[src/rtl/axis_hsk_src.sv]
// axis_hsk_src: source end of a 4-phase req/ack handshake fed from an
// AXI-stream slave port. One word is held on hsk_data while hsk_req is up;
// a single skid entry absorbs a frame that arrives while the hold register
// is busy. A stall timeout drops the block into a terminal error state, and
// a free-running counter tallies completed transfers.
module axis_hsk_src #(
  parameter int DATA_WIDTH     = 32,
  parameter int SYNC_FF        = 2,
  parameter int TIMEOUT_CYCLES = 1024,
  parameter int COUNT_WIDTH    = 16
) (
  input  logic                   s_axis_clk,
  input  logic                   rst,
  input  logic                   s_axis_tvalid,
  output logic                   s_axis_tready,
  input  logic [DATA_WIDTH-1:0]  s_axis_tdata,
  output logic                   hsk_req,
  input  logic                   hsk_ack,
  output logic [DATA_WIDTH-1:0]  hsk_data,
  output logic                   timeout,
  output logic [COUNT_WIDTH-1:0] xfer_count
);

  // The stall counter only has to reach TIMEOUT_CYCLES-1 before firing.
  localparam int TW = (TIMEOUT_CYCLES > 1) ? $clog2(TIMEOUT_CYCLES) : 1;
  localparam logic [TW-1:0] TLAST = TW'((TIMEOUT_CYCLES > 0) ? TIMEOUT_CYCLES - 1 : 0);
  localparam bit TO_EN = (TIMEOUT_CYCLES > 0);

  typedef enum logic [2:0] {
    IDLE  = 3'd0,
    SETUP = 3'd1,
    REQ   = 3'd2,
    DROP  = 3'd3,
    ERR   = 3'd4
  } state_t;

  state_t                  state;
  logic [SYNC_FF-1:0]      ack_ff;
  logic                    ack_sync;
  logic                    skid_valid;
  logic [DATA_WIDTH-1:0]   skid_data;
  logic [TW-1:0]           tcnt;
  logic                    accept;
  logic                    busy_accept;

  // Ready depends only on registered state (plus reset), so it never
  // combinationally follows tvalid.
  assign s_axis_tready = ~rst & ~skid_valid & (state != ERR);
  assign accept        = s_axis_tvalid & s_axis_tready;
  // A frame taken while the hold register is busy goes to the skid entry.
  assign busy_accept   = accept & (state != IDLE);
  assign ack_sync      = ack_ff[SYNC_FF-1];

  // Bring the peer's asynchronous acknowledge into this clock domain.
  always_ff @(posedge s_axis_clk) begin
    if (rst) begin
      ack_ff <= '0;
    end else begin
      ack_ff <= {ack_ff[SYNC_FF-2:0], hsk_ack};
    end
  end

  // Capture the skid word; its contents are meaningless until skid_valid.
  always_ff @(posedge s_axis_clk) begin
    if (busy_accept) begin
      skid_data <= s_axis_tdata;
    end
  end

  // Handshake sequencer with registered req/data, stall timer and counter.
  always_ff @(posedge s_axis_clk) begin
    if (rst) begin
      state      <= IDLE;
      hsk_req    <= 1'b0;
      hsk_data   <= '0;
      timeout    <= 1'b0;
      xfer_count <= '0;
      skid_valid <= 1'b0;
      tcnt       <= '0;
    end else begin
      if (busy_accept) begin
        skid_valid <= 1'b1;
      end
      case (state)
        IDLE: begin
          tcnt <= '0;
          // A parked skid word always goes before anything new.
          if (skid_valid) begin
            hsk_data   <= skid_data;
            skid_valid <= 1'b0;
            state      <= SETUP;
          end else if (accept) begin
            hsk_data <= s_axis_tdata;
            state    <= SETUP;
          end
        end
        SETUP: begin
          // Data has been stable for a full cycle; now raise the request.
          hsk_req <= 1'b1;
          tcnt    <= '0;
          state   <= REQ;
        end
        REQ: begin
          // An acknowledge wins over a timeout expiring in the same cycle.
          if (ack_sync) begin
            hsk_req    <= 1'b0;
            xfer_count <= xfer_count + 1'b1;
            tcnt       <= '0;
            state      <= DROP;
          end else if (TO_EN && (tcnt == TLAST)) begin
            hsk_req <= 1'b0;
            timeout <= 1'b1;
            tcnt    <= '0;
            state   <= ERR;
          end else begin
            tcnt <= tcnt + 1'b1;
          end
        end
        DROP: begin
          if (!ack_sync) begin
            tcnt  <= '0;
            state <= IDLE;
          end else if (TO_EN && (tcnt == TLAST)) begin
            timeout <= 1'b1;
            tcnt    <= '0;
            state   <= ERR;
          end else begin
            tcnt <= tcnt + 1'b1;
          end
        end
        ERR: begin
          // Terminal: both handshake ends need a reset to recover.
          hsk_req <= 1'b0;
          tcnt    <= '0;
        end
        default: begin
          hsk_req <= 1'b0;
          tcnt    <= '0;
          state   <= IDLE;
        end
      endcase
    end
  end

endmodule

[config.mk]
export PLATFORM = sky130hd
export DESIGN_NAME = axis_hsk_src
export DESIGN_NICKNAME = d
export VERILOG_FILES = /design/src/rtl/axis_hsk_src.sv
export SDC_FILE = /design/constraint.sdc
export NUM_CORES = 1
export LEC_CHECK = 0
export ABC_AREA = 0
export BUFFER_PORTS_ARGS = -buffer_cell sky130_fd_sc_hd__clkbuf_2
export CAP_MARGIN = 10
export CORE_MARGIN = 5
export CORE_UTILIZATION = 25
export DETAILED_ROUTE_END_ITERATION = 8
export PLACE_DENSITY = 0.51
export SLEW_MARGIN = 0
export SYNTH_ARGS = -nofsm -noshare
export SYNTH_HDL_FRONTEND = slang
export SYNTH_SLANG_ARGS = --single-unit
[constraint.sdc]
create_clock -name s_axis_clk -period 5.9 [get_ports s_axis_clk]
set_input_delay 0 -clock s_axis_clk [delete_from_list [all_inputs] [get_ports s_axis_clk]]
set_output_delay 0 -clock s_axis_clk [all_outputs]
set_load 0.01 [all_outputs]
==> Word-level counts from Yosys, hierarchy flattened <==
Cells that the tools add are included.
{ "word_totals": {"elab_cells": 61, "in_bits": 36, "regBits": 98} }
{ "op_classes": {"muxes": 22, "addsub": 2, "bitwise": 8, "n_eq_ne": 10, "reduce_logical": 10} }
{ "ops": {"columns": ["operator", "n"], "rows": [
  ["$mux 32", 2],
  ["$mux 10", 3],
  ["$pmux 10 s2", 1],
  ["$add 16x1->16 const B", 1],
  ["$mux 3", 5],
  ["$pmux 3 s5", 1],
  ["$add 10x1->10 const B", 1],
  ["$eq 10x10->1 const B", 1],
  ["$ne 3x3->1 const B", 3],
  ["$mux 1", 8],
  ["$reduce_and 2->1", 4],
  ["$eq 3x2->1 const B", 2],
  ["$and 1x1->1", 4],
  ["$ne 2x2->1 const B", 2],
  ["$not 1->1", 4],
  ["$reduce_bool 2->1", 2],
  ["$eq 3x1->1 const B", 1],
  ["$eq 3x3->1 const B", 1],
  ["$logic_not 3->1", 1],
  ["$pmux 1 s3", 1],
  ["$reduce_and 3->1", 1],
  ["$reduce_bool 3->1", 1],
  ["$pmux 1 s2", 1],
  ["$reduce_or 2->1", 1]
]} }

==> Logic depth before layout (Yosys ltp) <==
Gate-level depths: netlist of the first run.
{ "logic_depth": {"word_depth": 8, "ltp_mapped": 6, "mapped_depth_nobuf": 5} }

==> Least setup slack after synthesis of the first run <==
Ideal clock, no wire load.
{ "synth_path": {"kind": "flip-flop to flip-flop", "from": "register skid_valid", "to": "register skid_data[0], enable pin", "setup_ns": 0.513, "arrival_ns": 4.192, "path_slack_ns": 1.196, "path_buffers": 2, "synth_period_minus_slack_ns": 4.704, "stages_incl_launch_ff": 4, "path_cell_list": "dfxtp_1 > buf_2 > buf_1 > nor4b_1"} }
{ "synth_via": {"elab_chain_cells": 5} }
{ "synth_rtl": {"columns": ["element", "line_no", "source"], "rows": [
  ["start, declared", "40", "logic skid_valid;"],
  ["start signal, assigned", "78", "skid_valid <= 1'b0;"],
  ["start signal, assigned", "82", "skid_valid <= 1'b1;"],
  ["start signal, assigned", "90", "skid_valid <= 1'b0;"],
  ["$not 1->1", "48", "assign s_axis_tready = ~rst & ~skid_valid & (state != ERR);"],
  ["$and 1x1->1 (2 in a row)", "48", null],
  ["$and 1x1->1", "49", "assign accept = s_axis_tvalid & s_axis_tready;"],
  ["$and 1x1->1", "51", "assign busy_accept = accept & (state != IDLE);"],
  ["via busy_accept", "44", "logic busy_accept;"],
  ["end signal, assigned", "66", "skid_data <= s_axis_tdata;"],
  ["end, declared", "41", "logic [DATA_WIDTH-1:0] skid_data;"]
]} }
The timed path passes the listed nets, and every way through them passes these cells.
A chain may end at the register's enable or synchronous reset.

==> Final worst setup path of the first run <==
{ "layout_path": {"from": "register skid_valid", "to": "register hsk_data[10]"} }
{ "layout_via": {"elab_chain_cells": 6, "word_cells_on_any_way": 7, "cone_classes": "1 x mux; 4 x bitwise; 2 x reduce/logical"} }
{ "layout_rtl": {"columns": ["element", "line_no", "source"], "rows": [
  ["$not 1->1", "48", null],
  ["$and 1x1->1 (2 in a row)", "48", null],
  ["$and 1x1->1", "49", null],
  ["$reduce_bool 2->1 (no line)", null, null],
  ["$reduce_and 2->1 (no line)", null, null],
  ["end signal, assigned", "89", "hsk_data <= skid_data;"],
  ["end signal, assigned", "93", "hsk_data <= s_axis_tdata;"],
  ["end, declared", "19", "output logic [DATA_WIDTH-1:0] hsk_data,"]
]} }
Several ways; a longest one is shown, not always the timed one.

==> run summary, run 1 <==
For this design the ratio of total power to cell area is 292 nW/um2. In the routed layout, each cell is associated on average with a via count of 4.59. At the worst endpoint, the required time is 6160 ps. Summed over all instances, the cell type with the most area after synthesis is dfxtp_1. For this run, the leading register cell type out of synthesis is dfxtp_1.

Clock-pin slew was measured on the worst setup and hold paths at 70 ps. The tree is rooted in a clkbuf_16. Minimum clock period after layout: 2480 ps. After legalization and detailed placement, the total HPWL measured 6020 um.

Switching part of the total power: 0.256. The run finished with clean final reports. The number of synthesized flops with an enable pin came out at 32. The initial core utilization is 0.255. The first global-routing pass estimated 15200 um of wire.

From synthesis to final layout, the design area changed by 31.1%. Wires add up to 9100 um. Summed over all cells, the static leakage comes to 0.00186 uW. In the final design database the tool counted 500 nets. In this run, CTS created clock tree buffers numbering 9. The tools report the post-route worst hold slack as 270 ps. The Yosys step of the flow raised 0 warnings. Input and output buffers added on the ports amount to 86. The critical path in this run is classified as flip-flop to flip-flop.

The most repeated cell in the gate-level netlist after synthesis is dfxtp_1. The routability congestion estimate from global placement was 0.720. The switching component of the power is 380 uW, and the number of antenna violations at the first check in global routing is 0. Setup repair after global routing left no endpoint under its margin.

The tools report the count of final max-slew check failures as 0. The data arrival time of the critical path came out at 2740 ps. The die is 135 um tall. The commonest cells after synthesis are 66 x dfxtp_1, 57 x nor2_1, 33 x a211oi_1. Across the VDD grid, the largest voltage drop is 0.198 mV. The clock network power share is 0.370. The maximum fanout encountered on the critical timing path is 64, and the filler-free cell count of the finished design is 655. The synthesized cell area was 3880 um2. The portion of total power attributed to sequential cells is 0.515.

Entering global routing, the biggest net connects 65 pins. The fraction of registers with async set/reset was 0; the mean instance size in the synthesized netlist was 11.1 um2. The sequential fraction of the synthesis area is 0.589, and the gate count of the mapped netlist is 349. The fraction of synthesized cell area taken by the top area cell type was 0.341. In this run the deepest clock path goes through 2 buffers. For the combined global-route utilization of all metal layers, the log shows 0.106. Setup violations remaining at the end of the flow were counted as 0. Type of origin of the critical path: a flip-flop.

The clock tree synthesis step divided the H-tree into 3 levels. The post-synthesis net count was 387. The repair_antennas step left the layout with diodes totalling 0. From left edge to right edge, the die measures 135 um.

The fraction of layout cells with a size suffix above 1 came out at 0.236. TritonCTS built the clock tree. The tools report the number of placed instances, taps included as 605. After synthesis, the netlist uses 42 different library cells. Internal power comes to 1100 uW. For the final routed DRC violation total, the log shows 0. Post-synthesis sequential element count: 98. The worst setup path is captured at a flip-flop. The worst slew slack as a fraction of its limit was 0.258; the share of power burned in combinational logic was 0.114. Dividing the detail-routed wire length by the instance count gives 13.9 um. By area the synthesized netlist is led by dfxtp_1 34%, edfxtp_1 25%, mux2i_1 8.3%, a211oi_1 6.4%, nor2_1 5.5%. The first detailed-routing pass ran for 4 iterations. The clock drives 98 sinks.

The floorplan die area came out at 18100 um2. The initialized floorplan defines 45 standard-cell rows. Final period utilization: 0.420. The worst-case clock skew is 9.36 ps, and the number of hold violations in the final report is 0. For the worst-skew pair, the clock arrives at the later sink with an insertion delay of 350 ps. Derived from the worst setup path, the maximum achievable clock frequency is 0.403 GHz. For the via count of the first global-routing pass, the log shows 3102.

The global-route congestion overflow total was 0. The area of the placeable core is 15200 um2. For the pin with the worst max-slew slack, the measured transition is 1110 ps. The number of maximum-capacitance violations was 0; the residual antenna-violating net count after detailed routing was 0. The vias after detailed routing was 3004. The tightest min-delay check is of the primary input to flip-flop type. For the aggregate negative setup slack, the log shows 0 ps.

87 I/O pins were placed. In this run, the number of DRC markers left after iteration 0 of detailed routing was 89.
[power groups by stage]
stage               Clock (uW)  Combinational (uW)  Sequential [uW]
floorplan                    0                91.9              780
global placement             0                 151              780
detailed placement           0                 155              781
CTS                        577                 174              765
global route               605                 191              770
finish                     550                 169              765
[state kept, by name, summed over array words and instances, names as in the netlist]
| register | cells |
|---|---|
| hsk_req | 1 |
| state | 3 |
| ack_ff | 2 |
| skid_valid | 1 |
| xfer_count | 16 |
| hsk_data | 32 |
| timeout | 1 |
| tcnt | 10 |
| skid_data | 32 |
[layout by cell type (no fill, tap or decap), drive strengths merged, types with 3 or more instances in the layout]
| cell | synthesis | layout |
|---|---|---|
| xnor2 | 7 | 7 |
| or4 | 3 | 3 |
| dlygate4sd3 | 0 | 34 |
| and3 | 3 | 3 |
| mux2i | 32 | 32 |
| nand4 | 3 | 3 |
| nand2 | 15 | 15 |
| nand3 | 7 | 7 |
| xor2 | 9 | 9 |
| nor2 | 57 | 57 |
| buf | 10 | 3 |
| a21oi | 12 | 12 |
| o21ai | 7 | 7 |
| or3 | 5 | 5 |
| a211oi | 34 | 34 |
| clkbuf | 11 | 96 |
| or2 | 4 | 4 |
| edfxtp | 32 | 32 |
| clkinv | 0 | 3 |
| inv | 6 | 8 |
| dfxtp | 66 | 66 |
| o31ai | 3 | 3 |
[what timing repair did]
action,in CTS,in global routing
setup buffers,0,0
endpoints found under the hold margin,62,0
hold buffers,34,0
resized for setup,0,0
[path summary, 6_finish.rpt]
path | cells past startpoint | endpoint | slack, ps | from
worst min-delay path | 3 | xfer_count[3] | 270 | rst
worst min register to register | 1 | ack_ff[1] | 440 | ack_ff[0]
worst max register to register | 5 | hsk_data[10] | 3420 | skid_valid
worst max-delay path | 5 | hsk_data[10] | 3420 | skid_valid
[area by class of cell]
class | instances | area, um2
Fill cell | 1549 | 10100
Sequential cell | 98 | 2280
Multi-Input combinational cell | 224 | 1480
Timing Repair Buffer | 123 | 793
Tap cell | 188 | 235
Clock buffer | 10 | 229
Clock inverter | 6 | 41.3
Inverter | 6 | 22.5
[logic make-up after synthesis]
family | synth area share
xor gates and xnor gates | 0.0362
AOI/OAI and AO/OA | 0.112
muxes | 0.0826
DFF | 0.589
buffers and inverters | 0.0323
adders and majority gates | 0.00645
and+or+nand+nor | 0.142
[critical path: stages (launching register included)]
cell      delay [ps]
dfxtp_2         1060
inv_1            190
a211oi_4         250
buf_4            530
nor2_1            90
a211oi_1         250
[routing by layer]
metal  up-vias  part of all wire  GRT usage
li1       1489                 -          -
met1      1428              0.44      0.124
met2        74              0.48      0.173
met3        13             0.065     0.0436
met4         0             0.017     0.0390
met5         -                 0          0
[through the flow]
step	total power (uW)	setup slack, ps	util	instance area, um2
3_5_place_dp	936	3330	0.294	4470
3_3_place_gp	931	3430	0.294	4470
5_1_grt	1570	3130	0.334	5080
2_1_floorplan	872	1200	-	3880
6_report	1480	3420	0.334	5080
4_1_cts	1520	3330	0.334	5080
Note: power is estimated with default switching activity, not from simulation.
==> run 2: changes to the inputs <==
Settings changed: ABC_AREA 0 to 1, PLACE_DENSITY 0.51 to 0.52.
Clock period 5.9 ns to 2.15 ns, I/O delays scaled along.
==> run 2 against run 1 <==
Against the previous run: first-iteration DRC count rose by 29%; routed wire length rose by 6.8%; synthesized cell count increased by 36%; largest power group unchanged; critical endpoint is now xfer_count[12].
==> run summary, run 2 <==
The post-synthesis sequential element count was 98 (unchanged); the routed via count divided by cell count was 4.35 (was 4.59). The standard-cell row count is 47 (was 45). The overall power of the completed layout was 4900 uW (was 1480 uW); the number of synthesized flops with an enable pin was 32 (unchanged). The tools report the routability congestion estimate from global placement as 0.796 (was 0.720). The tools report the leakage dissipation as 0.00218 uW (was 0.00186 uW). The count of buffers added by post-CTS timing repair for setup was 0 (unchanged). The number of hold violations in the final report came out at 0 (unchanged). Crit-path cells: nor2_1 -> nand3_1 -> inv_1 -> nand2_1 -> inv_1 -> nand3_1 -> nand2_1 -> nor2_1 (was inv_1 -> a211oi_4 -> buf_4 -> nor2_1 -> a211oi_1). The count of port buffers added during placement was 86 (unchanged); the count of clock tree sinks was 98 (unchanged). The number of endpoints failing setup at the final stage is 0 (unchanged). The critical path's largest stage delay came out at 370 ps (was 1060 ps). The fraction of synthesized cell area taken by the top area cell type is 0.314 (was 0.341).

Top Registers: hsk_data x32, skid_data x32, xfer_count x16 (unchanged). The type of origin of the critical path was a flip-flop (unchanged). The number of distinct standard cells referenced by the synthesized netlist is 29 (was 42).

Maximum number of pins on one net before global-route repair: 67 (was 65). The kind of cell with the highest combined delay on the critical path is simple AND/OR/NAND/NOR gates (was flip-flops). Most repeated cell in the gate-level netlist after synthesis: nand2_1 (was dfxtp_1). For the first-pass GRT wire length, the log shows 16600 um (was 15200 um). TritonCTS built the clock tree.

The tools report the count of TritonRoute iterations in the first routing pass as 4 (unchanged). The tools report the root buffer cell as clkbuf_16 (unchanged). The post-synthesis net count was 512 (was 387); the minimum clock period after layout was 1580 ps (was 2480 ps).

The clock slew seen by the registers of the worst setup and hold paths is 70 ps (about the same), and the data arrival time of the critical path is 1810 ps (was 2740 ps). The average wire length per cell after detail routing is 12.0 um (was 13.9 um), and the quantity of gates resized following cts is 0 (unchanged). The run gives 0 (unchanged) as the antenna diode instance count. Top post-synthesis cells by count: 80 x nand2_1, 75 x nor2_1, 66 x dfxtp_1 (was 66 x dfxtp_1, 57 x nor2_1, 33 x a211oi_1). The total wire length is 9720 um (was 9100 um). For the via count of the first global-routing pass, the log shows 3436 (was 3102). The run gives 16500 um2 (was 15200 um2) as the area of the placeable core.

The number of top-level pins came out at 87 (unchanged). The commonest register cell after synthesis is dfxtp_1 (unchanged). For the number of antenna violations at the first check in global routing, the log shows 0 (unchanged).

The final period utilization works out to 0.733 (was 0.420). The final standard cell utilization of the core is 0.332 (was 0.334), and the maximum fanout encountered on the critical timing path is 7 (was 64). The most frequent standard cell in the layout excluding fill and tap cells is clkbuf_2 (unchanged).

The gate count of the mapped netlist was 474 (was 349); the count of final max-slew check failures was 0 (unchanged). The logs give 6520 um (was 6020 um) for the post-DP HPWL and 6.82 ps (was 9.36 ps) for the worst-case clock skew. The die outline height was 140 um (was 135 um); the global-route congestion overflow total was 0 (unchanged). The run gives 340 ps (was 350 ps) as the source-to-sink clock delay at the later pin of the worst-skew pair. The x dimension of the die was 140 um (was 135 um). The maximum level of the CTS H-tree was 3 (unchanged); the mean instance size in the synthesized netlist was 8.88 um2 (was 11.1 um2). Depth of the most critical reg-to-reg path: 8 (was 5).

The library cell with the largest summed area after synthesis was dfxtp_1 (unchanged). For the number of buffers on the longest clock path, the log shows 2 (unchanged). Setup repair after global routing left no endpoint under its margin.

Most used cells in the layout excluding fill and tap cells: 86 x clkbuf_2, 79 x nand2_1, 74 x nor2_1 (was 86 x clkbuf_2, 65 x dfxtp_1, 57 x nor2_1). The master of the slowest instance on the critical path was dfxtp_1 (was dfxtp_2). The floorplan die area is 19500 um2 (was 18100 um2). The tools report the launch point of the worst hold path as rst (unchanged). Timing startpoint of the critical path: state[2] (was skid_valid). The vias after detailed routing was 3536 (was 3004); the synthesized cell area was 4210 um2 (was 3880 um2).

The worst hold path endpoint is timeout (was xfer_count[3]). The power per unit of standard cell area works out to 893 nW/um2 (was 292 nW/um2). Reg-to-reg startpoint: state[2] (was skid_valid).

The worst slew slack as a fraction of its limit was 0.615 (was 0.258). Kind of critical path: flip-flop to flip-flop (unchanged). The number of nets in the finished design came out at 625 (was 500).

The aggregate negative setup slack came out at 0 ps (unchanged). Number of placed instances, taps included: 763 (was 605). The slew at the pin closest to its max-slew limit is 577 ps (was 1110 ps), and the maximum vdd ir drop is 0.373 mV (was 0.198 mV).

The tools report the count of filler cells inserted in the layout as 1694 (was 1549). The run gives 2390 ps (was 6160 ps) as the critical path required time. Worst reg2reg path endpoint: xfer_count[12] (was hsk_data[10]). The logs give 0.635 GHz (was 0.403 GHz) for the highest clock rate and 0.103 (was 0.106) for the combined global-route utilization of all metal layers. The sequential fraction of the synthesis area is 0.542 (was 0.589), and the cell depth of the worst hold path is 3 (unchanged). The initial detailed-routing violation count is 115 (was 89). The path class of the lowest-slack min-delay path is primary input to flip-flop (unchanged).

For the number of maximum-capacitance violations, the log shows 0 (unchanged). The tools report the kind of end point of the critical path as a flip-flop (unchanged). For the count of hold buffers inserted by post-cts repair, the log shows 33 (was 34). Synth area leaders: dfxtp_1 31%, edfxtp_1 23%, mux2i_1 7.6%, nand2_1 7.1%, nor2_1 6.7% (was dfxtp_1 34%, edfxtp_1 25%, mux2i_1 8.3%, a211oi_1 6.4%, nor2_1 5.5%). Residual antenna-violating net count after detailed routing: 0 (unchanged).

The flow ran to the end, and the final reports show no timing, DRC or antenna violations. The initial core utilization is 0.255 (about the same), and the relative area change from synthesis to final layout is 30.2% (was 31.1%). The logs give 0 (unchanged) for the final routed DRC violation total and 0 (unchanged) for the count of warnings emitted by yosys. For the number of buffers inserted during clock tree synthesis, the log shows 9 (unchanged).

Fraction of registers with async set/reset: 0 (unchanged). Flop-to-flop setup slack: 570 ps (was 3420 ps). The fraction of layout cells with a size suffix above 1 came out at 0.201 (was 0.236). The buffer and inverter count on the worst path came out at 2 (unchanged). The filler-free cell count of the finished design was 812 (was 655).
==> run 2: cell types whose count changed after synthesis, sizes merged, moves of 5 or more <==
cell    before  now
nand3        7   46
buf         10   20
xor2         9    4
inv          6   32
nand2       15   80
or3          5    0
nor2        57   79
a21oi       12   46
clkbuf      11    5
a211oi      34    1
==> run 2: metrics by stage <==
stage | hold slack (ps) | setup slack (ps) | instance area [um2]
after global routing | 83.1 | 383 | 5480
after detailed placement | 195 | 555 | 4850
final | 66.0 | 575 | 5480
after CTS | 53.7 | 541 | 5480
after global placement | 196 | 585 | 4850
after floorplan | 98.9 | 342 | 4220
==> run 2: layout make-up <==
class | instances | area, um2 | area share
Clock buffer | 14 | 264 | 0.0482
Inverter | 32 | 120 | 0.0219
Multi-Input combinational cell | 319 | 1660 | 0.302
Timing Repair Buffer | 127 | 846 | 0.154
Sequential cell | 98 | 2280 | 0.417
Tap cell | 220 | 275 | 0.0502
Clock inverter | 2 | 35.0 | 0.00639
==> run 2: metal layers <==
metal | wire [um] | vias up | track usage
li1 | - | 1801 | -
met1 | 4390 | 1639 | 0.126
met2 | 4660 | 83 | 0.169
met3 | 531 | 13 | 0.0353
met4 | 140 | 0 | 0.0362
met5 | 0 | - | 0
==> run 2: worst max path at each step <==
stage	endpoint	slack (ps)	depth (start not counted)
2_1_floorplan	skid_data[0]	340	6
3_3_place_gp	xfer_count[12]	580	8
3_5_place_dp	xfer_count[12]	560	8
4_1_cts	xfer_count[15]	540	7
5_1_grt	xfer_count[15]	380	7
6_report	xfer_count[12]	570	8
==> run 2: kinds of logic (layout without fill, tap and decap cells) <==
| kind of cell | after synthesis | after routing | synth area share |
|---|---|---|---|
| adders and majority gates | 2 | 2 | 0.00594 |
| DFF | 98 | 98 | 0.542 |
| and+or+nand+nor | 222 | 222 | 0.226 |
| xor gates and xnor gates | 7 | 7 | 0.0146 |
| buffers and inverters | 57 | 175 | 0.0663 |
| muxes | 32 | 32 | 0.0761 |
| AOI/OAI and AO/OA | 56 | 56 | 0.0690 |
==> run 2: where the power goes <==
part           internal [uW]  switching (uW)
logic                    409             658
clock network            965             658
registers               2110            92.2
==> run 2: tightest hold or removal path, delay by kind of cell <==
kind	cells	cell delay, ps
buffers and inverters	2	310
AO/OA/AOI/OAI	1	50
==> run 3: changes to the inputs <==
Clock period 2.15 ns to 1.4 ns, I/O delays scaled along.
==> run 3 against run 2 <==
Against the previous run: the flow now finishes with violations (negative setup slack); total power grew 63%; critical path depth is the same; sequential cell count is the same; clock-buffer cell count is 4 lower; combinational power rose by 87%; register-to-register slack worse by 610 ps; cell count grew 3.7%; global-route usage is 0.24 points higher; critical endpoint is now hsk_data[31]; largest cell class unchanged; largest power group unchanged.
==> run summary, run 3 (synthesis results as in run 2) <==
The run finished, with violations left. The checks that failed: negative setup slack. The tools report the final design instance area without fill as 5950 um2 (was 5480 um2).

The tools report the count of final max-slew check failures as 0 (unchanged). The number of nets in the finished design was 655 (was 625). The worst-case clock skew is 8.38 ps (was 6.82 ps).

The post-DP HPWL is 7130 um (was 6520 um), and the routed via count divided by cell count is 4.26 (was 4.35). The relative area change from synthesis to final layout was 41.3% (was 30.2%). The root buffer cell is clkbuf_16 (unchanged).

For the number of maximum-capacitance violations, the log shows 0 (unchanged). The final period utilization is 1.03 (was 0.733), and the floorplan die area is 19500 um2 (unchanged). The run gives 1680 ps (was 1810 ps) as the data arrival time of the critical path. The initial core utilization came out at 0.255 (unchanged).

The critical path required time was 1640 ps (was 2390 ps); the x dimension of the die was 140 um (unchanged). The minimum clock period after layout was 1440 ps (was 1580 ps). The cell depth of the worst hold path is 3 (unchanged). Global-route congestion overflow total: 0 (unchanged). The most used routing layer in global routing is met2 (unchanged).

The routability congestion estimate from global placement was 0.807 (was 0.796). The depth of the most critical reg-to-reg path works out to 8 (unchanged). The run gives 0.250 (was 0.218) as the share of power burned in combinational logic. For the flop-to-flop setup slack, the log shows -40 ps (was 570 ps). The count of port buffers added during placement is 86 (unchanged). The run gives 3 (unchanged) as the maximum level of the CTS H-tree.

The die outline height was 140 um (unchanged); the portion of total power attributed to sequential cells was 0.426 (was 0.450). The fraction of layout cells with a size suffix above 1 is 0.283 (was 0.201). The logs give 0 (unchanged) for the antenna diode instance count and 0.665 (was 0.615) for the worst slew slack as a fraction of its limit.

The clock network power share is 0.323 (was 0.332). The leakage dissipation came out at 0.00238 uW (was 0.00218 uW). The tools report the timing startpoint of the critical path as state[0] (was state[2]).

The maximum vdd ir drop came out at 0.535 mV (was 0.373 mV). The highest clock rate was 0.694 GHz (was 0.635 GHz). The tools report the reg-to-reg startpoint as state[0] (was state[2]). The maximum number of pins on one net before global-route repair came out at 45 (was 67). The total placed instance area was 5050 um2 (was 4850 um2).

The initial detailed-routing violation count came out at 107 (was 115). Most used cells in the layout excluding fill and tap cells: 86 x clkbuf_2, 76 x nand2_1, 69 x nor2_1 (was 86 x clkbuf_2, 79 x nand2_1, 74 x nor2_1). The tools report the routing usage on met3 as 0.0340 (was 0.0353). The worst hold path endpoint was state[1] (was timeout). Setup repair after global routing could not meet its margin everywhere.

The combined global-route utilization of all metal layers was 0.105 (was 0.103). The path class of the lowest-slack min-delay path is primary input to flip-flop (unchanged). The tools report the count of clock tree sinks as 98 (unchanged). For the total wire length, the log shows 10600 um (was 9720 um).

For the first-pass GRT wire length, the log shows 16800 um (was 16600 um). The area of the placeable core is 16500 um2 (unchanged), and the aggregate negative setup slack is -229 ps (was 0 ps). The run gives -38.7 ps (was 555 ps) as the post-placement worst setup slack.

The logs give 2 (unchanged) for the number of buffers on the longest clock path and 0 (unchanged) for the number of antenna violations at the first check in global routing. The average wire length per cell after detail routing is 12.5 um (was 12.0 um). The met2 track utilization from global routing was 0.179 (was 0.169); the source-to-sink clock delay at the later pin of the worst-skew pair was 340 ps (about the same). Most frequent standard cell in the layout excluding fill and tap cells: clkbuf_2 (unchanged). The slew at the pin closest to its max-slew limit was 503 ps (was 577 ps); the number of hold violations in the final report was 0 (unchanged).

The power per unit of standard cell area came out at 1340 nW/um2 (was 893 nW/um2). For the vias after detailed routing, the log shows 3591 (was 3536). Standard-cell row count: 47 (unchanged).

The kind of end point of the critical path was a flip-flop (unchanged). Top Registers: hsk_data x32, skid_data x32, xfer_count x16 (unchanged). The kind of critical path was flip-flop to flip-flop (unchanged). The type of origin of the critical path is a flip-flop (unchanged).

The maximum fanout encountered on the critical timing path was 6 (was 7); the cell internal power dissipation was 5680 uW (was 3490 uW). Setup slack of the critical path after layout: -40.1 ps (was 575 ps). The switching component of the power was 2310 uW (was 1410 uW). The number of top-level pins was 87 (unchanged). The via count of the first global-routing pass is 3495 (was 3436), and the global-route track usage on met1 is 0.127 (was 0.126).

The run gives 30 (was 0) as the number of endpoints failing setup at the final stage. For the residual antenna-violating net count after detailed routing, the log shows 0 (unchanged). TritonCTS built the clock tree. The run gives 0 (unchanged) as the final routed DRC violation total.

The count of TritonRoute iterations in the first routing pass came out at 4 (unchanged). The switching part of the total power is 0.289 (was 0.288), and the number of buffers inserted during clock tree synthesis is 9 (unchanged). The clock slew seen by the registers of the worst setup and hold paths came out at 70 ps (about the same). Worst reg2reg path endpoint: hsk_data[31] (was xfer_count[12]). The launch point of the worst hold path was rst (unchanged).
[run 3: cell types whose count changed in the layout (fill, tap and decap cells not counted), sizes merged]
cell | previous run | this run
buf | 8 | 35
bufinv | 1 | 2
clkbuf | 100 | 98
clkinv | 1 | 4
dlygate4sd3 | 33 | 34
[run 3: layout make-up]
type	count	area, um2
flip-flops and latches	98	2300
clock inverters	6	82.6
inverters	32	123
clock buffers	10	229
fillers	1702	10600
repair buffers	157	1170
multi-input cells	319	1770
well taps	220	275
[run 3: worst max-delay path by stage]
stage                                 to  slack, ps  cells after the start
after floorplan             skid_data[0]       -250                      6
after global placement    xfer_count[12]         -3                      8
after detailed placement         tcnt[9]        -40                      7
after CTS                 xfer_count[15]         -8                      7
after global routing        hsk_data[13]       -120                      8
final                       hsk_data[31]        -40                      8
[run 3: per-layer routing]
layer  part of all wire  wire (um)
met1               0.45       4800
met4              0.010        109
met3              0.047        499
met2               0.49       5150
met5                  0          0
[run 3: what timing repair did]
action / CTS / global route
gates cloned: 0 / 2
buffers inserted: 0 / 6
pin swaps: 0 / 5
endpoints found under the hold margin: 35 / 0
endpoints found under the setup margin: 39 / 86
hold buffers: 34 / 0
resized for setup: 5 / 34
[run 3: critical path, cell delays in order (launching register included)]
cell and delay [ps]:
dfxtp_4 360, nor2_4 130, nand2_2 70, nand4_1 180
nand2_4 120, buf_12 150, clkbuf_16 150, a21oi_1 130
nor2_1 60
[run 3: stage by stage]
step	utilization	hold slack [ps]	instances	power, uW
after floorplan	-	98.9	474	4580
after global placement	0.306	199	784	5130
after CTS	0.346	82.4	834	7920
final	0.360	112	842	7990
after detailed placement	0.306	200	784	5160
after global routing	0.360	128	842	8470
[run 3: power groups by stage]
stage                     Sequential [uW]  Clock (uW)  Combinational, uW
after floorplan                      3520           0               1060
after global placement               3440           0               1700
after detailed placement             3450           0               1710
after CTS                            3400        2720               1800
after global routing                 3440        2810               2220
final                                3410        2590               2000
